### config.mk
export PLATFORM = sky130hd
export DESIGN_NAME = piso_tx_scheduler_flat
export DESIGN_NICKNAME = d
export VERILOG_FILES = /design/src/rtl/piso_sched_pkg.sv /design/src/rtl/piso_tx_scheduler_if.sv /design/src/rtl/piso_shifter.sv /design/src/rtl/piso_tx_scheduler.sv /design/src/flat_wrapper.sv
export SDC_FILE = /design/constraint.sdc
export NUM_CORES = 1
export LEC_CHECK = 0
export CAP_MARGIN = 15
export CORE_UTILIZATION = 41
export CTS_CLUSTER_DIAMETER = 200
export CTS_CLUSTER_SIZE = 14
export DETAILED_ROUTE_END_ITERATION = 6
export PLACE_DENSITY = 0.79
export SLEW_MARGIN = 20
export SYNTH_ARGS = -nofsm -noshare
export SYNTH_HDL_FRONTEND = slang
export SYNTH_SLANG_ARGS = --single-unit
### constraint.sdc
create_clock -name clk -period 1.9 [get_ports clk]
set_clock_uncertainty 0.1 [all_clocks]
set_input_delay 0.285 -clock clk [delete_from_list [all_inputs] [get_ports clk]]
set_output_delay 0.285 -clock clk [all_outputs]
set_load 0.05 [all_outputs]
### src/rtl/piso_sched_pkg.sv
// Purpose : shared types and helpers for the PISO transmit scheduler.
//           Holds the FSM state encoding, its width, a ceiling-log2 helper
//           used to size grant_id and the bit counter, and the even-parity
//           helper used when the parity bit is enabled.
// Config  : PISO_PARITY_EN adds the PAR state and the parity helper.
package piso_sched_pkg;

  localparam int STATE_W = 2;

  typedef enum logic [STATE_W-1:0] {
    ST_IDLE  = 2'd0,
    ST_LOAD  = 2'd1,
`ifdef PISO_PARITY_EN
    ST_SHIFT = 2'd2,
    ST_PAR   = 2'd3
`else
    ST_SHIFT = 2'd2
`endif
  } state_e;

  // Ceiling log2 for n >= 2 (number of bits to index n items).
  function automatic int clog2(input int n);
    int r;
    r = 32'sd0;
    for (int v = n - 32'sd1; v > 32'sd0; v = v >>> 1) begin
      r = r + 32'sd1;
    end
    return r;
  endfunction

`ifdef PISO_PARITY_EN
  // Even parity of a word of up to 16 bits (zero-extended by the caller).
  function automatic logic even_parity(input logic [15:0] w);
    return ^w;
  endfunction
`endif

endpackage

### src/rtl/piso_tx_scheduler_if.sv
// Purpose : requester-side bus of the PISO transmit scheduler.
// Signals : req      - per-requester request
//           data_in  - requester i word at [i*WIDTH +: WIDTH]
//           ack      - one-hot capture pulse
//           grant_id - index of the requester owning the shifter
//           busy     - scheduler not idle
//           s        - serial data, MSB first
//           s_valid  - s carries a valid bit
// Modports: master = requester/line side, slave = scheduler.
interface piso_tx_scheduler_if
  import piso_sched_pkg::*;
#(
  parameter int NREQ  = 4,
  parameter int WIDTH = 4
) ();

  localparam int IDW = clog2(NREQ);

  logic [NREQ-1:0]       req;
  logic [NREQ*WIDTH-1:0] data_in;
  logic [NREQ-1:0]       ack;
  logic [IDW-1:0]        grant_id;
  logic                  busy;
  logic                  s;
  logic                  s_valid;

  modport master (
    output req, data_in,
    input  ack, grant_id, busy, s, s_valid
  );

  modport slave (
    input  req, data_in,
    output ack, grant_id, busy, s, s_valid
  );

endinterface

### src/rtl/piso_shifter.sv
// Purpose : WIDTH-bit parallel-in/serial-out register, MSB first.
// Ports   : clk, rst (async, active high)
//           load  - capture din (has priority over shift)
//           shift - shift left by one, zero fill
//           din   - parallel word
//           msb   - current most significant bit
module piso_shifter #(
  parameter int WIDTH = 4
) (
  input  logic             clk,
  input  logic             rst,
  input  logic             load,
  input  logic             shift,
  input  logic [WIDTH-1:0] din,
  output logic             msb
);

  logic [WIDTH-1:0] q_r;

  // Shift register: load wins over shift, otherwise hold.
  always_ff @(posedge clk or posedge rst) begin
    if (rst) begin
      q_r <= '0;
    end else if (load) begin
      q_r <= din;
    end else if (shift) begin
      q_r <= {q_r[WIDTH-2:0], 1'b0};
    end else begin
      q_r <= q_r;
    end
  end

  assign msb = q_r[WIDTH-1];

endmodule

### src/rtl/piso_tx_scheduler.sv
// Purpose : round-robin scheduler sharing one PISO shifter among NREQ
//           requesters. Grants a requester, acks and loads its word, then
//           streams it MSB first with a valid strobe. All outputs registered.
// Ports   : clk, rst (async, active high), bus (piso_tx_scheduler_if.slave)
// Config  : PISO_PARITY_EN appends one even-parity bit per frame.
module piso_tx_scheduler
  import piso_sched_pkg::*;
#(
  parameter int NREQ  = 4,
  parameter int WIDTH = 4
) (
  input  logic                 clk,
  input  logic                 rst,
  piso_tx_scheduler_if.slave   bus
);

  localparam int IDW = clog2(NREQ);
  localparam int CW  = clog2(WIDTH);

  state_e           state_r, state_next_s;
  logic [IDW-1:0]   grant_r, grant_next_s;
  logic [IDW-1:0]   ptr_r, ptr_next_s;
  logic [IDW-1:0]   pick_s, idx_s;
  logic             found_s;
  logic [CW-1:0]    cnt_r, cnt_next_s;
  logic [NREQ-1:0]  ack_r, ack_next_s;
  logic             s_r, s_next_s;
  logic             s_valid_r, s_valid_next_s;
  logic             busy_r, busy_next_s;
  logic             load_s, shift_s, msb_s;
  logic [WIDTH-1:0] words_s [NREQ];
  logic [WIDTH-1:0] word_s;

  for (genvar g = 0; g < NREQ; g++) begin : g_words
    assign words_s[g] = bus.data_in[g*WIDTH +: WIDTH];
  end
  assign word_s = words_s[grant_r];

  piso_shifter #(.WIDTH(WIDTH)) u_shifter (
    .clk   (clk),
    .rst   (rst),
    .load  (load_s),
    .shift (shift_s),
    .din   (word_s),
    .msb   (msb_s)
  );

`ifdef PISO_PARITY_EN
  logic parity_r;

  // Parity of the word captured at the LOAD closing edge.
  always_ff @(posedge clk or posedge rst) begin
    if (rst) begin
      parity_r <= 1'b0;
    end else if (load_s) begin
      parity_r <= even_parity(16'(word_s));
    end else begin
      parity_r <= parity_r;
    end
  end
`endif

  // Round-robin search: first request after the last served requester.
  always_comb begin
    pick_s  = grant_r;
    found_s = 1'b0;
    idx_s   = '0;
    for (int i = 32'sd1; i <= NREQ; i++) begin
      idx_s = IDW'((int'(ptr_r) + i) % NREQ);
      if (!found_s && bus.req[idx_s]) begin
        pick_s  = idx_s;
        found_s = 1'b1;
      end else begin
        found_s = found_s;
      end
    end
  end

  // Next-state and next-output logic; outputs are registered below.
  always_comb begin
    state_next_s   = state_r;
    grant_next_s   = grant_r;
    ptr_next_s     = ptr_r;
    cnt_next_s     = cnt_r;
    ack_next_s     = '0;
    s_next_s       = 1'b0;
    s_valid_next_s = 1'b0;
    load_s         = 1'b0;
    shift_s        = 1'b0;
    case (state_r)
      ST_IDLE: begin
        if (|bus.req) begin
          grant_next_s = pick_s;
          state_next_s = ST_LOAD;
        end else begin
          state_next_s = ST_IDLE;
        end
      end
      ST_LOAD: begin
        // A withdrawn request abandons the grant without moving the pointer.
        if (bus.req[grant_r]) begin
          ack_next_s[grant_r] = 1'b1;
          load_s              = 1'b1;
          ptr_next_s          = grant_r;
          cnt_next_s          = '0;
          state_next_s        = ST_SHIFT;
        end else begin
          state_next_s = ST_IDLE;
        end
      end
      ST_SHIFT: begin
        s_next_s       = msb_s;
        s_valid_next_s = 1'b1;
        shift_s        = 1'b1;
        if (cnt_r == CW'(WIDTH - 1)) begin
          cnt_next_s = '0;
`ifdef PISO_PARITY_EN
          state_next_s = ST_PAR;
`else
          state_next_s = ST_IDLE;
`endif
        end else begin
          cnt_next_s = cnt_r + CW'(1);
        end
      end
`ifdef PISO_PARITY_EN
      ST_PAR: begin
        s_next_s       = parity_r;
        s_valid_next_s = 1'b1;
        state_next_s   = ST_IDLE;
      end
`endif
      default: begin
        state_next_s = ST_IDLE;
      end
    endcase
    // busy also covers the final bit, which leaves the register after the FSM is idle.
    busy_next_s = (state_next_s != ST_IDLE) || s_valid_next_s;
  end

  // State, arbitration and output registers.
  always_ff @(posedge clk or posedge rst) begin
    if (rst) begin
      state_r   <= ST_IDLE;
      grant_r   <= '0;
      ptr_r     <= IDW'(NREQ - 1);
      cnt_r     <= '0;
      ack_r     <= '0;
      s_r       <= 1'b0;
      s_valid_r <= 1'b0;
      busy_r    <= 1'b0;
    end else begin
      state_r   <= state_next_s;
      grant_r   <= grant_next_s;
      ptr_r     <= ptr_next_s;
      cnt_r     <= cnt_next_s;
      ack_r     <= ack_next_s;
      s_r       <= s_next_s;
      s_valid_r <= s_valid_next_s;
      busy_r    <= busy_next_s;
    end
  end

  assign bus.ack      = ack_r;
  assign bus.grant_id = grant_r;
  assign bus.busy     = busy_r;
  assign bus.s        = s_r;
  assign bus.s_valid  = s_valid_r;

endmodule
### src/flat_wrapper.sv
// flat-port wrapper written by rule: the top's interface ports become plain ports
module piso_tx_scheduler_flat import piso_sched_pkg::*;
#(
  parameter int NREQ  = 4,
  parameter int WIDTH = 4
)
  (clk, rst, bus_req, bus_data_in, bus_ack, bus_grant_id, bus_busy, bus_s, bus_s_valid);
  piso_tx_scheduler_if #(.NREQ(NREQ), .WIDTH(WIDTH)) bus_i ();
  input  logic clk;
  input  logic rst;
  input wire logic [$bits(bus_i.req)-1:0] bus_req;
  input wire logic [$bits(bus_i.data_in)-1:0] bus_data_in;
  output wire logic [$bits(bus_i.ack)-1:0] bus_ack;
  output wire logic [$bits(bus_i.grant_id)-1:0] bus_grant_id;
  output wire logic [$bits(bus_i.busy)-1:0] bus_busy;
  output wire logic [$bits(bus_i.s)-1:0] bus_s;
  output wire logic [$bits(bus_i.s_valid)-1:0] bus_s_valid;
  assign bus_i.req = bus_req;
  assign bus_i.data_in = bus_data_in;
  assign bus_ack = bus_i.ack;
  assign bus_grant_id = bus_i.grant_id;
  assign bus_busy = bus_i.busy;
  assign bus_s = bus_i.s;
  assign bus_s_valid = bus_i.s_valid;
  piso_tx_scheduler #(.NREQ(NREQ), .WIDTH(WIDTH)) u_core (.clk(clk), .rst(rst), .bus(bus_i));
endmodule
Word level (Yosys, flattened, before mapping)
Index checks and enable logic that the tools add are counted.
{ "op_classes": {"add_sub_neg": 5, "magnitude_cmp": 7, "n_eq_ne": 4, "muxes": 37, "bitwise": 1, "reduce_logical": 17} }
{ "op_table": {"columns": ["op", "count"], "rows": [
  ["4-bit 2-to-1 mux", 6],
  ["2-bit 2-to-1 mux", 8],
  ["2-bit by 3-bit less-than comparator with 1-bit output, second input constant", 5],
  ["1-bit 2-to-1 mux", 14],
  ["1-bit binary-select mux with 2-bit select", 5],
  ["4-bit binary-select mux with 2-bit select", 1],
  ["2-bit by 1-bit adder with 2-bit output, second input constant", 3],
  ["2-bit one-hot mux with 3 select lines", 1],
  ["2-bit nonzero test", 3],
  ["2-bit adder, second input constant", 2],
  ["2-bit equality test, second input constant", 2],
  ["1-bit logical AND", 4],
  ["2-bit one-hot mux with 2 select lines", 1],
  ["2-bit AND reduction", 2],
  ["4-bit nonzero test", 1],
  ["4-bit OR reduction", 1],
  ["3-bit greater-or-equal comparator, second input constant", 1],
  ["1-bit logical NOT", 3],
  ["2-bit NOT with 3-bit output", 1],
  ["3-bit AND reduction", 1],
  ["1-bit demux with 2-bit select", 1],
  ["2-bit by 1-bit equality test with 1-bit output, second input constant", 1],
  ["2-bit by 1-bit greater-or-equal comparator with 1-bit output, second input constant", 1],
  ["2-bit logical NOT", 1],
  ["2 further kinds", 2]
]} }
{ "word_totals": {"reg_bits": 19, "elab_cells": 80} }

Depth between registers and ports, before layout
Gate-level depths: netlist of the first run.
{ "depth": {"depth_word": 14, "depth_mapped": 5, "depth_no_buf": 4} }

Hierarchy
From an unflattened synthesis of the first run, not the netlist that was laid out.
{ "hier_totals": {"cells_unflattened": 91, "hier_area_um2": 1006.0} }
{ "by_module_without_submodules": {"columns": ["module", "n_inst", "cells_each", "area_each_um2"], "rows": [
  ["piso_tx_scheduler", 1, 74, 830.8],
  ["piso_shifter", 1, 17, 175.2]
]} }

Worst setup path after synthesis of the first run
Ideal clock, no wire load.
{ "synth_path": {"path_type": "flip-flop to flip-flop", "from": "register u_core.grant_r[0], in the netlist u_core.bus.grant_id[0]", "to": "register u_core.u_shifter.q_r[1]", "setup_ns": 0.126, "arrival_ns": 1.788, "t_required_ns": 1.674, "setup_slack_ns": -0.115, "path_stages_with_launch": 6, "path_cell_list": "dfrtp_1 -> buf_6 -> or3b_1 -> o22a_4 -> and2_4 -> a221o_1"} }
{ "synth_between": {"elab_chain_cells": 5, "word_cells_on_any_way": 10, "classes_between": "8 x mux; 1 x bitwise; 1 x reduce/logical"} }
{ "synth_lines": {"columns": ["element", "line_no", "rtl"], "rows": [
  ["from (decl)", "piso_tx_scheduler.sv:21", "logic [IDW-1:0] grant_r, grant_next_s;"],
  ["from (signal assigned)", "piso_tx_scheduler.sv:154", "grant_r <= grant_next_s;"],
  ["1-bit binary-select mux with 2-bit select / 2-bit NOT with 3-bit output (equally long branches)", "piso_tx_scheduler.sv:101, piso_tx_scheduler.sv:37", null],
  ["1-bit 2-to-1 mux (not written as such) / 4-bit binary-select mux with 2-bit select (equally long branches)", "piso_tx_scheduler.sv:101, piso_tx_scheduler.sv:37", null],
  ["1-bit 2-to-1 mux / 4-bit 2-to-1 mux (equally long branches)", "piso_tx_scheduler.sv:101, piso_tx_scheduler.sv:37", null],
  ["1-bit 2-to-1 mux / 4-bit 2-to-1 mux (equally long branches)", "piso_tx_scheduler.sv:90, piso_tx_scheduler.sv:37", null],
  ["4-bit 2-to-1 mux / 2-bit nonzero test (equally long branches)", null, null],
  ["to (signal assigned)", "piso_shifter.sv:25", "q_r <= din;"],
  ["to (signal assigned)", "piso_shifter.sv:27", "q_r <= {q_r[WIDTH-2:0], 1'b0};"],
  ["to (signal assigned)", "piso_shifter.sv:29", "q_r <= q_r;"],
  ["to (decl)", "piso_shifter.sv:18", "logic [WIDTH-1:0] q_r;"]
]} }
Parallel ways exist; a longest one is shown, timed or not. The select of a mux whose other input is x is not followed.
A chain may end at the register's enable or synchronous reset.

Worst setup path in the final report of the first run
{ "layout_path": {"from": "register u_core.s_valid_r, in the netlist u_core.bus.s_valid", "to": "output port bus_s_valid"} }
{ "layout_lines": {"columns": ["element", "line_no", "rtl"], "rows": [
  ["from (decl)", "piso_tx_scheduler.sv:28", "logic s_valid_r, s_valid_next_s;"],
  ["from (signal assigned)", "piso_tx_scheduler.sv:159", "s_valid_r <= s_valid_next_s;"],
  ["to (decl)", "flat_wrapper.sv:17", "output wire logic [$bits(bus_i.s_valid)-1:0] bus_s_valid;"]
]} }
No word-level cell between the ends.

==> metrics.txt, run 1 <==
initial antenna violation count 0; logic gate share of total power 0.523; worst path cell trace clkdlybuf4s50_1; VDD IR max between 0.7 and 0.8 mV; CP max stage delay between 0.7 and 0.8 ns; Slew HR 0.673; NetSw 0.000809 W; flip-flop and latch area 479 um^2; post-CTS setup buffers 0; Hold Slack around 0.15 ns; yosys warns 0; part of the power in the clock network 0.101; Synth Instances 89; Syn-to-layout area delta 40.8%; GPL Wtd Cong 0.761; Ports 31; Yosys reg bits 19; post_cts resized 0; WP data required 1.51 ns; synth top area cells dfrtp_1, mux4_1, dfstp_2; met3 usage in global routing 0.0322; post-layout min period approximately 1.8 ns; Distinct cells, synth 34; crit path max-delay cell type clkdlybuf4s50_1; DRC 0; reg2reg start u_core.bus.grant_id[0]$_DFFE_PP0P_; die span in x about 52 um; Post-layout nets approximately 150; RSZ-0062 raised after global routing false; sequential share of power 0.376; Total Routing Usage GR 0.195; Post-DP HPWL roughly 1700 um; fin. max-slew vios 0; internal power about 0.0012 W; Post-DRT Antenna Nets 0; Post-Syn Area per Cell 11.3 um^2; # clock sinks 19; area leader, netlist dfrtp_1; share of layout cells above drive strength 1 0.148; period utilisation layout 0.954; Worst EP arrival roughly 1.4 ns; outcome finished clean; hold violation count in the final report 0; starting density of the core 0.447; gr busiest metal met2; mapped cell area approximately 0.001 mm^2; router iterations before antenna repair 4; post-synthesis sequential area ratio 0.474; CTS tree done; most common cell after layout, fill and taps aside clkdlybuf4s50_1; reg2reg path depth 4; Filler cells 188; grt met1 use 0.228; Critical Path Start Type flop; Worst Setup End Kind output pin; fmax around 550 MHz; switching part of the total 0.407; # placed instances approximately 150; die height between 50 and 60 um; gr ovfl total 0; 1st-iter DRT viols 26; routed wire length roughly 2100 um; Buf/Inv on CP 1; Vias approximately 860; Wirelength per Cell 13.7 um; vias per cell around 5.5; root buffer cell clkbuf_4; Layout Cells excl Fill approximately 160; multi-input logic area roughly 490 um^2; CP Depth 1; # hold bufs at CTS 0; most frequent cells in the layout clkdlybuf4s50_1, dfrtp_1, nor2_1, buf_4, inv_1; type of the worst min-delay path primary input to async pin; CP Launch Point u_core.bus.s_valid$_DFF_PP0_; Crit path max-delay family buffers and inverters; proportion of netlist area held by the largest area contributor 0.422; final setup vio count 0; Clock Path Buffers 2; largest net degree at the start of global routing 11; first-pass GRT wire length about 3800 um; clock latency at the later pin of the worst-skew pair ~0.29 ns; full die area ~0.0027 mm^2; FP Rows 17; Max-Cap Viols 0; TritonCTS buffer count 3; Crit Path Category flop to output pin; met2 Use GR 0.344; vias in the first global route between 900 and 1,000; CP Max Fanout 1; number of diodes 0; H-tree levels 1; pin slew with the least headroom to its limit a little under 0.5 ns; number of port buffers 30; pwr/cell area between 1000 and 1500 mW/mm^2; clk slew on worst S/H paths 0.10 ns; Core Region around 0.0023 mm^2; standby leakage power between 0.6 and 0.7 nW; syn nets 112
[Yosys cell counts, drive strengths merged]
library cell	count
or3b	1
and3b	1
ha	1
mux4	4
nor3	3
nor3b	1
buf	2
nor2	9
nand3b	1
o22ai	4
a31oi	1
dfstp	2
and2b	3
nand2b	3
and2	4
nand2	4
inv	6
o221ai	1
a221o	3
a222oi	1
mux2i	3
a211oi	1
dfrtp	17
clkbuf	1
and3	1
nor2b	1
o22a	1
mux2	1
nand3	3
a21oi	1
o21ai	1
a21o	3
[worst register-to-register path, delay by kind of cell, from the launching register on]
kind	cells	cell delay, ns
AO/OA/AOI/OAI	2	0.52
AND/OR/NAND/NOR	2	0.58
flip-flops	1	0.50
[power groups by stage]
| stage | clock network, W | logic (W) | registers (W) |
|---|---|---|---|
| after floorplan | 0 | 0.000591 | 0.000869 |
| after global placement | 0 | 0.00102 | 0.000737 |
| after detailed placement | 0 | 0.00105 | 0.000748 |
| after CTS | 0.000203 | 0.00104 | 0.000742 |
| after global routing | 0.000221 | 0.00114 | 0.000769 |
| final | 0.000200 | 0.00104 | 0.000746 |
[worst paths after layout]
kind | slack [ns] | end
max in group asynchronous | 1.07 | u_core.ptr_r[0]$_DFFE_PP1P_
min in group clk | 0.41 | u_core.u_shifter.q_r[0]$_DFFE_PP0P_
max reg2reg | 0.10 | u_core.u_shifter.q_r[1]$_DFFE_PP0P_
max | 0.09 | bus_s_valid
min reg2reg | 0.41 | u_core.u_shifter.q_r[0]$_DFFE_PP0P_
min | 0.15 | u_core.bus.s_valid$_DFF_PP0_
[per-stage QoR]
step                      setup WS, ns  TNS (ns)   util  cell area (um^2)  total power, W
after floorplan                -0.0173   -0.0519      -              1010         0.00146
after global placement          0.0545         0  0.618              1390         0.00175
after detailed placement       -0.0153   -0.0353  0.618              1390         0.00180
after CTS                       0.0751         0  0.630              1420         0.00199
after global routing            0.0185         0  0.630              1420         0.00213
final                           0.0878         0  0.630              1420         0.00199
[layer usage]
metal,vias to the layer above,routed length (um)
met1,409,872
met2,42,1090
met5,-,0
met4,0,46
met3,5,129
li1,407,-
[logic make-up (layout without fill, tap and decap cells)]
logic type	count (synthesis)	after routing	synth area share
AND/OR/NAND/NOR	35	35	0.191
multiplexers	8	8	0.145
flip-flops	19	19	0.474
buffers and inverters	9	48	0.0409
AO/OA/AOI/OAI	17	17	0.136
adder cells (fa/ha/maj)	1	1	0.0124
[registers in the layout (all words and copies together), names as in the netlist]
signal,flops
u_core.bus.ack,4
u_core.state_r,2
u_core.ptr_r,2
u_core.bus.s_valid,1
u_core.cnt_r,2
u_core.bus.busy,1
u_core.u_shifter.q_r,4
u_core.bus.s,1
u_core.bus.grant_id,2
[layout make-up]
type / instances / share of cell area
Inverter: 6 / 0.0159
Sequential cell: 19 / 0.337
Clock buffer: 4 / 0.0185
Multi-Input combinational cell: 61 / 0.344
Tap cell: 28 / 0.0247
Timing Repair Buffer: 38 / 0.259
(Power assumes the default switching activity.)
==> run 2: changes to the inputs <==
--- a/config.mk
+++ b/config.mk
@@ -6,6 +6,7 @@
 export NUM_CORES = 1
 export LEC_CHECK = 0
 export CAP_MARGIN = 15
+export CORE_MARGIN = 2
 export CORE_UTILIZATION = 41
 export CTS_CLUSTER_DIAMETER = 200
 export CTS_CLUSTER_SIZE = 14
==> run 2 against run 1 <==
Effect of this change:
- non-clock buffer count stayed put
- final cell count unchanged
- sequential share of layout area unchanged
- final area stayed put
- critical path depth is 3 higher
- critical path type is now flop to flop
- critical endpoint is now u_core.u_shifter.q_r[3]$_DFFE_PP0P_
- largest power group unchanged
==> metrics.txt, run 2 (synthesis results as in run 1) <==
outcome finished clean; FP Rows 17 (unchanged); RSZ-0062 raised after global routing false; DRC 0 (unchanged); Worst EP arrival 1.87 ns (+0.44 ns); type of the worst min-delay path primary input to async pin; initial antenna violation count 0 (unchanged); reg2reg path depth 4 (unchanged); H-tree levels 1 (unchanged); hold violation count in the final report 0 (unchanged); Crit path max-delay family simple AND/OR/NAND/NOR gates; Filler cells 191 (+1.6%); Post-layout nets 152 (unchanged); number of port buffers 30 (unchanged); NetSw 0.000804 W (-0.61%); post-layout min period 1.80 ns (-0.0147 ns); worst path cell trace or3b_1, o22a_4, and2_4, a221o_1; Post-Route Setup TNS 0 ns (unchanged); R2R Setup Slk 0.10 ns (about the same); post_cts resized 0 (unchanged); Clock Path Buffers 2 (unchanged); clock latency at the later pin of the worst-skew pair 0.29 ns (about the same); Total Routing Usage GR 0.161 (-0.0341); post-CTS setup buffers 0 (unchanged); Wirelength per Cell 12.9 um (-5.9%); Ports 31 (unchanged); vias per cell 5.56 (+0.46%); VDD IR max 0.935 mV (+25%); pwr/cell area 1400 mW/mm^2 (+0.25%); reg2reg start u_core.bus.grant_id[0]$_DFFE_PP0P_; largest net degree at the start of global routing 20 (+9); Hold Slack 0.211 ns (+0.0631 ns); final setup vio count 0 (unchanged); Post-DP HPWL 1590 um (-6.6%); die span in x 53.6 um (+3.9%); CP Launch Point u_core.bus.grant_id[0]$_DFFE_PP0P_; # clock sinks 19 (unchanged); CP Max Fanout 10 (+9); area of placed instances 0.00139 mm^2 (unchanged); Crit Path Category flop to flop; vias in the first global route 783 (-13%); Layout Cells excl Fill 156 (unchanged); Buf/Inv on CP 0 (-1); 1st-iter DRT viols 39 (+50%); Critical Path Start Type flop; clk slew on worst S/H paths 0.10 ns (about the same); CTS tree done; number of diodes 0 (unchanged); Power Total 0.00199 W (+0.25%); Worst Setup End Kind flop; root buffer cell clkbuf_4; internal power 0.00119 W (+0.85%); first-pass GRT wire length 3330 um (-12%); CP endpoint u_core.u_shifter.q_r[3]$_DFFE_PP0P_; TritonCTS buffer count 3 (unchanged); part of the power in the clock network 0.098 (-0.003); CP Depth 4 (+3); GPL Wtd Cong 0.715 (-6.0%); Post-DRT Antenna Nets 0 (unchanged); gr ovfl total 0 (unchanged); Max-Cap Viols 0 (unchanged); full die area 0.00287 mm^2 (+7.9%); post-route cell area 0.00142 mm^2 (unchanged); Syn-to-layout area delta 40.8% (unchanged); most common cell after layout, fill and taps aside clkdlybuf4s50_1; routed wire length 2010 um (-5.9%); logic gate share of total power 0.530 (+0.007); standby leakage power 0.675 nW (about the same); # hold bufs at CTS 0 (unchanged); share of layout cells above drive strength 1 0.148 (unchanged); fin. max-slew vios 0 (unchanged); Slew HR 0.671 (-0.00165); most frequent cells in the layout clkdlybuf4s50_1, dfrtp_1, nor2_1, buf_4, inv_1; switching part of the total 0.404 (-0.00351); Core Region 0.00228 mm^2 (+0.94%); WP data required 1.98 ns (+0.47 ns); period utilisation layout 0.946 (-0.00771); crit path max-delay cell type dfrtp_2; starting density of the core 0.443 (-0.00418); sequential share of power 0.372 (-0.004); fmax 556 MHz (+0.82%); reg2reg end u_core.u_shifter.q_r[3]$_DFFE_PP0P_; router iterations before antenna repair 4 (unchanged); CP max stage delay 0.50 ns (-0.29 ns); die height 53.6 um (+3.9%); # placed instances 152 (unchanged); Vias 867 (+0.46%); pin slew with the least headroom to its limit 0.492 ns (+0.00247 ns)
## run 2: cell counts in the layout (fill, tap and decap cells not counted)
No cell type changed its count.
## run 2: power groups by stage
| stage | registers (W) | logic [W] | clock network, W |
|---|---|---|---|
| 2_1_floorplan | 0.000869 | 0.000591 | 0 |
| 3_3_place_gp | 0.000736 | 0.00103 | 0 |
| 3_5_place_dp | 0.000745 | 0.00106 | 0 |
| 4_1_cts | 0.000738 | 0.00106 | 0.000201 |
| 5_1_grt | 0.000766 | 0.00114 | 0.000222 |
| 6_report | 0.000740 | 0.00106 | 0.000195 |
## run 2: per-stage QoR
stage / utilization / setup WS [ns]
4_1_cts: 0.624 / 0.0889
6_report: 0.624 / 0.102
2_1_floorplan: - / -0.0173
3_3_place_gp: 0.612 / 0.0695
5_1_grt: 0.624 / 0.0206
3_5_place_dp: 0.612 / 0.0128
## run 2: worst min path at each step
stage                                             end  slack (ns)
final                     u_core.bus.ack[3]$_DFF_PP0_        0.21
after global routing      u_core.bus.ack[2]$_DFF_PP0_        0.23
after CTS                 u_core.bus.ack[3]$_DFF_PP0_        0.22
after detailed placement       u_core.bus.s$_DFF_PP0_        0.37
after global placement         u_core.bus.s$_DFF_PP0_        0.38
after floorplan           u_core.bus.ack[0]$_DFF_PP0_        0.13
## run 2: layout make-up
type / count / area [um^2] / share of cell area
multi-input combinational: 61 / 489 / 0.344
tap: 28 / 35.0 / 0.0247
inverter: 6 / 22.5 / 0.0159
timing repair buffer: 38 / 368 / 0.259
clock buffer: 4 / 26.3 / 0.0185
sequential: 19 / 479 / 0.337
## run 2: worst min-delay path, delay by kind of cell
family                 cells  cell delay (ns)
buffers and inverters      3             0.69
## run 2: routing by layer
metal | wire length (um) | GRT usage
met1 | 814 | 0.193
met2 | 1030 | 0.290
met3 | 137 | 0.0250
met4 | 34 | 0.0598
met5 | 0 | 0
==> RTL edit 1, RTL diff (settings of run 1) <==
Build with the macro `PISO_PARITY_EN` defined.
--- a/src/rtl/piso_sched_pkg.sv
+++ b/src/rtl/piso_sched_pkg.sv
@@ -5,2 +5,4 @@
 // Config  : PISO_PARITY_EN adds the PAR state and the parity helper.
+`define PISO_PARITY_EN
+
 package piso_sched_pkg;
Formal check against the unedited RTL: not equivalent (a bounded check fails within 10 cycles, from zero or initial values and one cycle with rst high).
==> RTL edit 1 against run 1 <==
Worst setup slack got worse by 0.025 ns; die area increased by 2.1%; clock power rose by 2%; via count decreased by 0.46%; count of clock-buffer cells in the layout did not move; sequential power rose by 4.0%; sequential cell count is 1 higher; wire length rose by 5.2%; hold slack gained 0.057 ns; total power rose by 8.8%; synthesized area increased by 2.2%; design area increased by 0.44%.
==> RTL edit 1: results (changes against run 1) <==
| Metric | Value |
|---|---|
| Max_slew headroom | `0.607 (was 0.673)` |
| Clk slew on worst S/H paths | `0.11 ns` |
| Worst R2R Path Depth | `3 (was 4)` |
| Detailed placer's ending HPWL | `1780 um (was 1700 um)` |
| Sequential fraction of the synthesis area | `0.488 (was 0.474)` |
| Fin nets | `154 (was 152)` |
| Layout cells sized above 1 | `0.200 (was 0.148)` |
| CP max FO | `1 (unchanged)` |
| Starting DRT DRC Count | `10 (was 26)` |
| First-pass GRT wire length | `3880 um (was 3770 um)` |
| VDD IR-drop max | `0.000971 V (was 0.000746 V)` |
| Leakage | `0.658 nW (was 0.675 nW)` |
| FF-to-FF setup slack | `0.12 ns (was 0.10 ns)` |
| Yosys warns | `0 (unchanged)` |
| Final Util | `0.621 (was 0.630)` |
| H-tree levels | `1 (unchanged)` |
| Vias | `859 (was 863)` |
| Hold slack | `0.206 ns (was 0.148 ns)` |
| First-pass DRT Iterations | `4 (unchanged)` |
| Status | `complete, no violations (unchanged)` |
| Placed Cells | `154 (was 152)` |
| Ranking of synthesized cells by area | `dfrtp_1 44%, mux4_2 11%, dfstp_2 5.1% (was dfrtp_1 42%, mux4_1 10%, dfstp_2 5.2%)` |
| Crit path launch | `u_core.bus.ack[0]$_DFF_PP0_ (was u_core.bus.s_valid$_DFF_PP0_)` |
| CP top delay family | `buffers and inverters (unchanged)` |
| Filler cell count in the final layout | `202 (was 188)` |
| Largest net degree at the start of global routing | `14 (was 11)` |
| GRT Overall Usage | `0.199 (was 0.195)` |
| FF-to-FF End | `u_core.bus.busy$_DFF_PP0_ (was u_core.u_shifter.q_r[1]$_DFFE_PP0P_)` |
| Commonest cells in the netlist | `18 x dfrtp_1, 8 x nand2_1, 7 x inv_1 (was 17 x dfrtp_1, 9 x nor2_1, 6 x inv_1)` |
| Vias in the first global route | `869 (was 903)` |
| Final wirelength | `2250 um (was 2140 um)` |
| Netlist cell types | `31 (was 34)` |
| Vias per inst | `5.44 (was 5.53)` |
| GPL Wtd Cong | `0.806 (was 0.761)` |
| Synth Area per Inst | `11.2 um^2 (was 11.3 um^2)` |
| Syn Nets | `115 (was 112)` |
| ANT cells | `0 (unchanged)` |
| Worst Path Arrival | `1.45 ns (was 1.43 ns)` |
| Post-Place Worst Slack | `-0.205 ns (was -0.0153 ns)` |
## RTL edit 1: cell count changes after synthesis, sizes merged, moves of 3 or more
cell	before	now
xnor2	0	4
nand2	4	8
and2b	3	0
and2	4	0
nor2	9	6
a221o	3	0
a22o	0	4
o21ai	1	5
## RTL edit 1: kinds of logic after synthesis
| group | synth area share |
|---|---|
| AOI/OAI and AO/OA | 0.136 |
| xor gates and xnor gates | 0.0340 |
| adders and majority gates | 0.0121 |
| buffers and inverters | 0.0631 |
| DFF | 0.488 |
| muxes | 0.130 |
| and+or+nand+nor | 0.137 |
## RTL edit 1: final cells by class
type / instances / area share
timing repair buffer: 40 / 0.260
multi-input combinational: 59 / 0.325
tap: 28 / 0.0246
clock buffer: 4 / 0.0184
inverter: 7 / 0.0184
sequential: 20 / 0.354
## RTL edit 1: worst max path at each step
stage	depth (start not counted)	to	slack [ns]
6_report	1	bus_ack[0]	0.06
5_1_grt	3	u_core.bus.busy$_DFF_PP0_	0.01
2_1_floorplan	5	u_core.bus.busy$_DFF_PP0_	-0.14
3_3_place_gp	4	u_core.bus.busy$_DFF_PP0_	-0.17
4_1_cts	1	bus_ack[0]	0.06
3_5_place_dp	4	u_core.bus.busy$_DFF_PP0_	-0.21
## RTL edit 1: per-layer routing
layer  global-route usage  vias to the layer above  wire length, um  part of all wire
met4               0.0526                        0               21            0.0093
met1                0.234                      422              941              0.42
met3               0.0556                        2              112             0.050
met5                    0                        -                0                 0
li1                     -                      407                -                 -
met2                0.353                       28             1180              0.52
## RTL edit 1: report_power, final
group	internal [mW]	leakage [nW]	switching (mW)
Sequential	0.615	0.249	0.162
Clock	0.0817	0.0150	0.122
Combinational	0.566	0.394	0.614
Total	1.26	0.658	0.898
## RTL edit 1: stage by stage
step / power (mW) / TNS, ns
after CTS: 2.18 / 0
after floorplan: 1.64 / -0.527
final: 2.16 / 0
after detailed placement: 1.97 / -1.17
after global placement: 1.92 / -0.817
after global routing: 2.32 / 0
==> RTL edit 2, RTL diff (settings of run 1) <==
Without the edit above. Encoding of `state_e`: now one-hot (3 bits for 3 states).
--- a/src/rtl/piso_sched_pkg.sv
+++ b/src/rtl/piso_sched_pkg.sv
@@ -9,5 +9,5 @@
 
-  typedef enum logic [STATE_W-1:0] {
-    ST_IDLE  = 2'd0,
-    ST_LOAD  = 2'd1,
+  typedef enum logic [2:0] {
+    ST_IDLE  = 3'b001,
+    ST_LOAD  = 3'b010,
 `ifdef PISO_PARITY_EN
@@ -16,3 +16,3 @@
 `else
-    ST_SHIFT = 2'd2
+    ST_SHIFT = 3'b100
 `endif
Check against the original RTL: same outputs for any inputs over 10 cycles, from zero or initial values and one cycle with rst high; not proved beyond that.
==> RTL edit 2 against run 1 <==
Sequential cell count rose by 1; design area grew 6.3%; wire length is 15% higher; synthesized area rose by 6.6%; worst setup slack lost 0.011 ns; largest power group unchanged; synthesized cell count is 10% higher; utilization shrank 2.1 points; highest routed layer unchanged; total power up 3.0%; critical path type unchanged.
==> RTL edit 2: results (changes against run 1) <==
| Metric | Value |
|---|---|
| Vias per inst | `5.60 (was 5.53)` |
| Status | `complete, no violations (unchanged)` |
| Sequential share of power | `0.378 (was 0.376)` |
| Commonest cells in the netlist | `17 x dfrtp_1, 10 x nand2_1, 9 x nor2_1 (was 17 x dfrtp_1, 9 x nor2_1, 6 x inv_1)` |
| Met1 wire length | `1040 um (was 872 um)` |
| Post-Place Worst Slack | `-0.0525 ns (was -0.0153 ns)` |
| Grt met2 use | `0.317 (was 0.344)` |
| Vias in the first global route | `819 (was 903)` |
| Crit path launch | `u_core.bus.busy$_DFF_PP0_ (was u_core.bus.s_valid$_DFF_PP0_)` |
| P_int | `1.24 mW (was 1.18 mW)` |
| FF-to-FF setup slack | `0.16 ns (was 0.10 ns)` |
| Ranking of synthesized cells by area | `dfrtp_1 40%, mux4_2 10%, dfstp_2 7.3% (was dfrtp_1 42%, mux4_1 10%, dfstp_2 5.2%)` |
| Filler cell count in the final layout | `218 (was 188)` |
| Global-route met3 utilization | `0.0259 (was 0.0322)` |
| Met3 routed WL | `73 um (was 129 um)` |
| Placed Cells | `160 (was 152)` |
| Synth Area per Inst | `11.0 um^2 (was 11.3 um^2)` |
| GPL Wtd Cong | `0.765 (was 0.761)` |
| Fin nets | `162 (was 152)` |
| Worst setup path end | `bus_busy (was bus_s_valid)` |
| Final wirelength | `2460 um (was 2140 um)` |
| Clk slew on worst S/H paths | `0.12 ns (was 0.10 ns)` |
| Syn Nets | `121 (was 112)` |
| Sequential fraction of the synthesis area | `0.469 (was 0.474)` |
| FF-to-FF End | `u_core.u_shifter.q_r[3]$_DFFE_PP0P_ (was u_core.u_shifter.q_r[1]$_DFFE_PP0P_)` |
| Detailed placer's ending HPWL | `1890 um (was 1700 um)` |
-- RTL edit 2: cell types whose count changed after synthesis, moves of 4 or more --
cell,change
and3_1,+4
o21ai_0,+4
mux4_1,-4
nand2_1,+6
a21oi_1,+4
mux4_2,+5
-- RTL edit 2: layout make-up --
cell class	count	area, um^2	share of cell area
Multi-Input combinational cell	68	515	0.342
Sequential cell	20	507	0.336
Timing Repair Buffer	42	398	0.264
Tap cell	30	37.5	0.0249
Clock buffer	4	36.3	0.0240
Inverter	4	15.0	0.00995
-- RTL edit 2: kinds of logic (layout without fill, tap and decap cells) --
| kind of cell | after synthesis | in the layout | share of synthesized area |
|---|---|---|---|
| adders and majority gates | 1 | 1 | 0.0116 |
| buffers and inverters | 10 | 50 | 0.0512 |
| and+or+nand+nor | 38 | 38 | 0.191 |
| AOI/OAI and AO/OA | 21 | 21 | 0.139 |
| DFF | 20 | 20 | 0.469 |
| muxes | 8 | 8 | 0.139 |
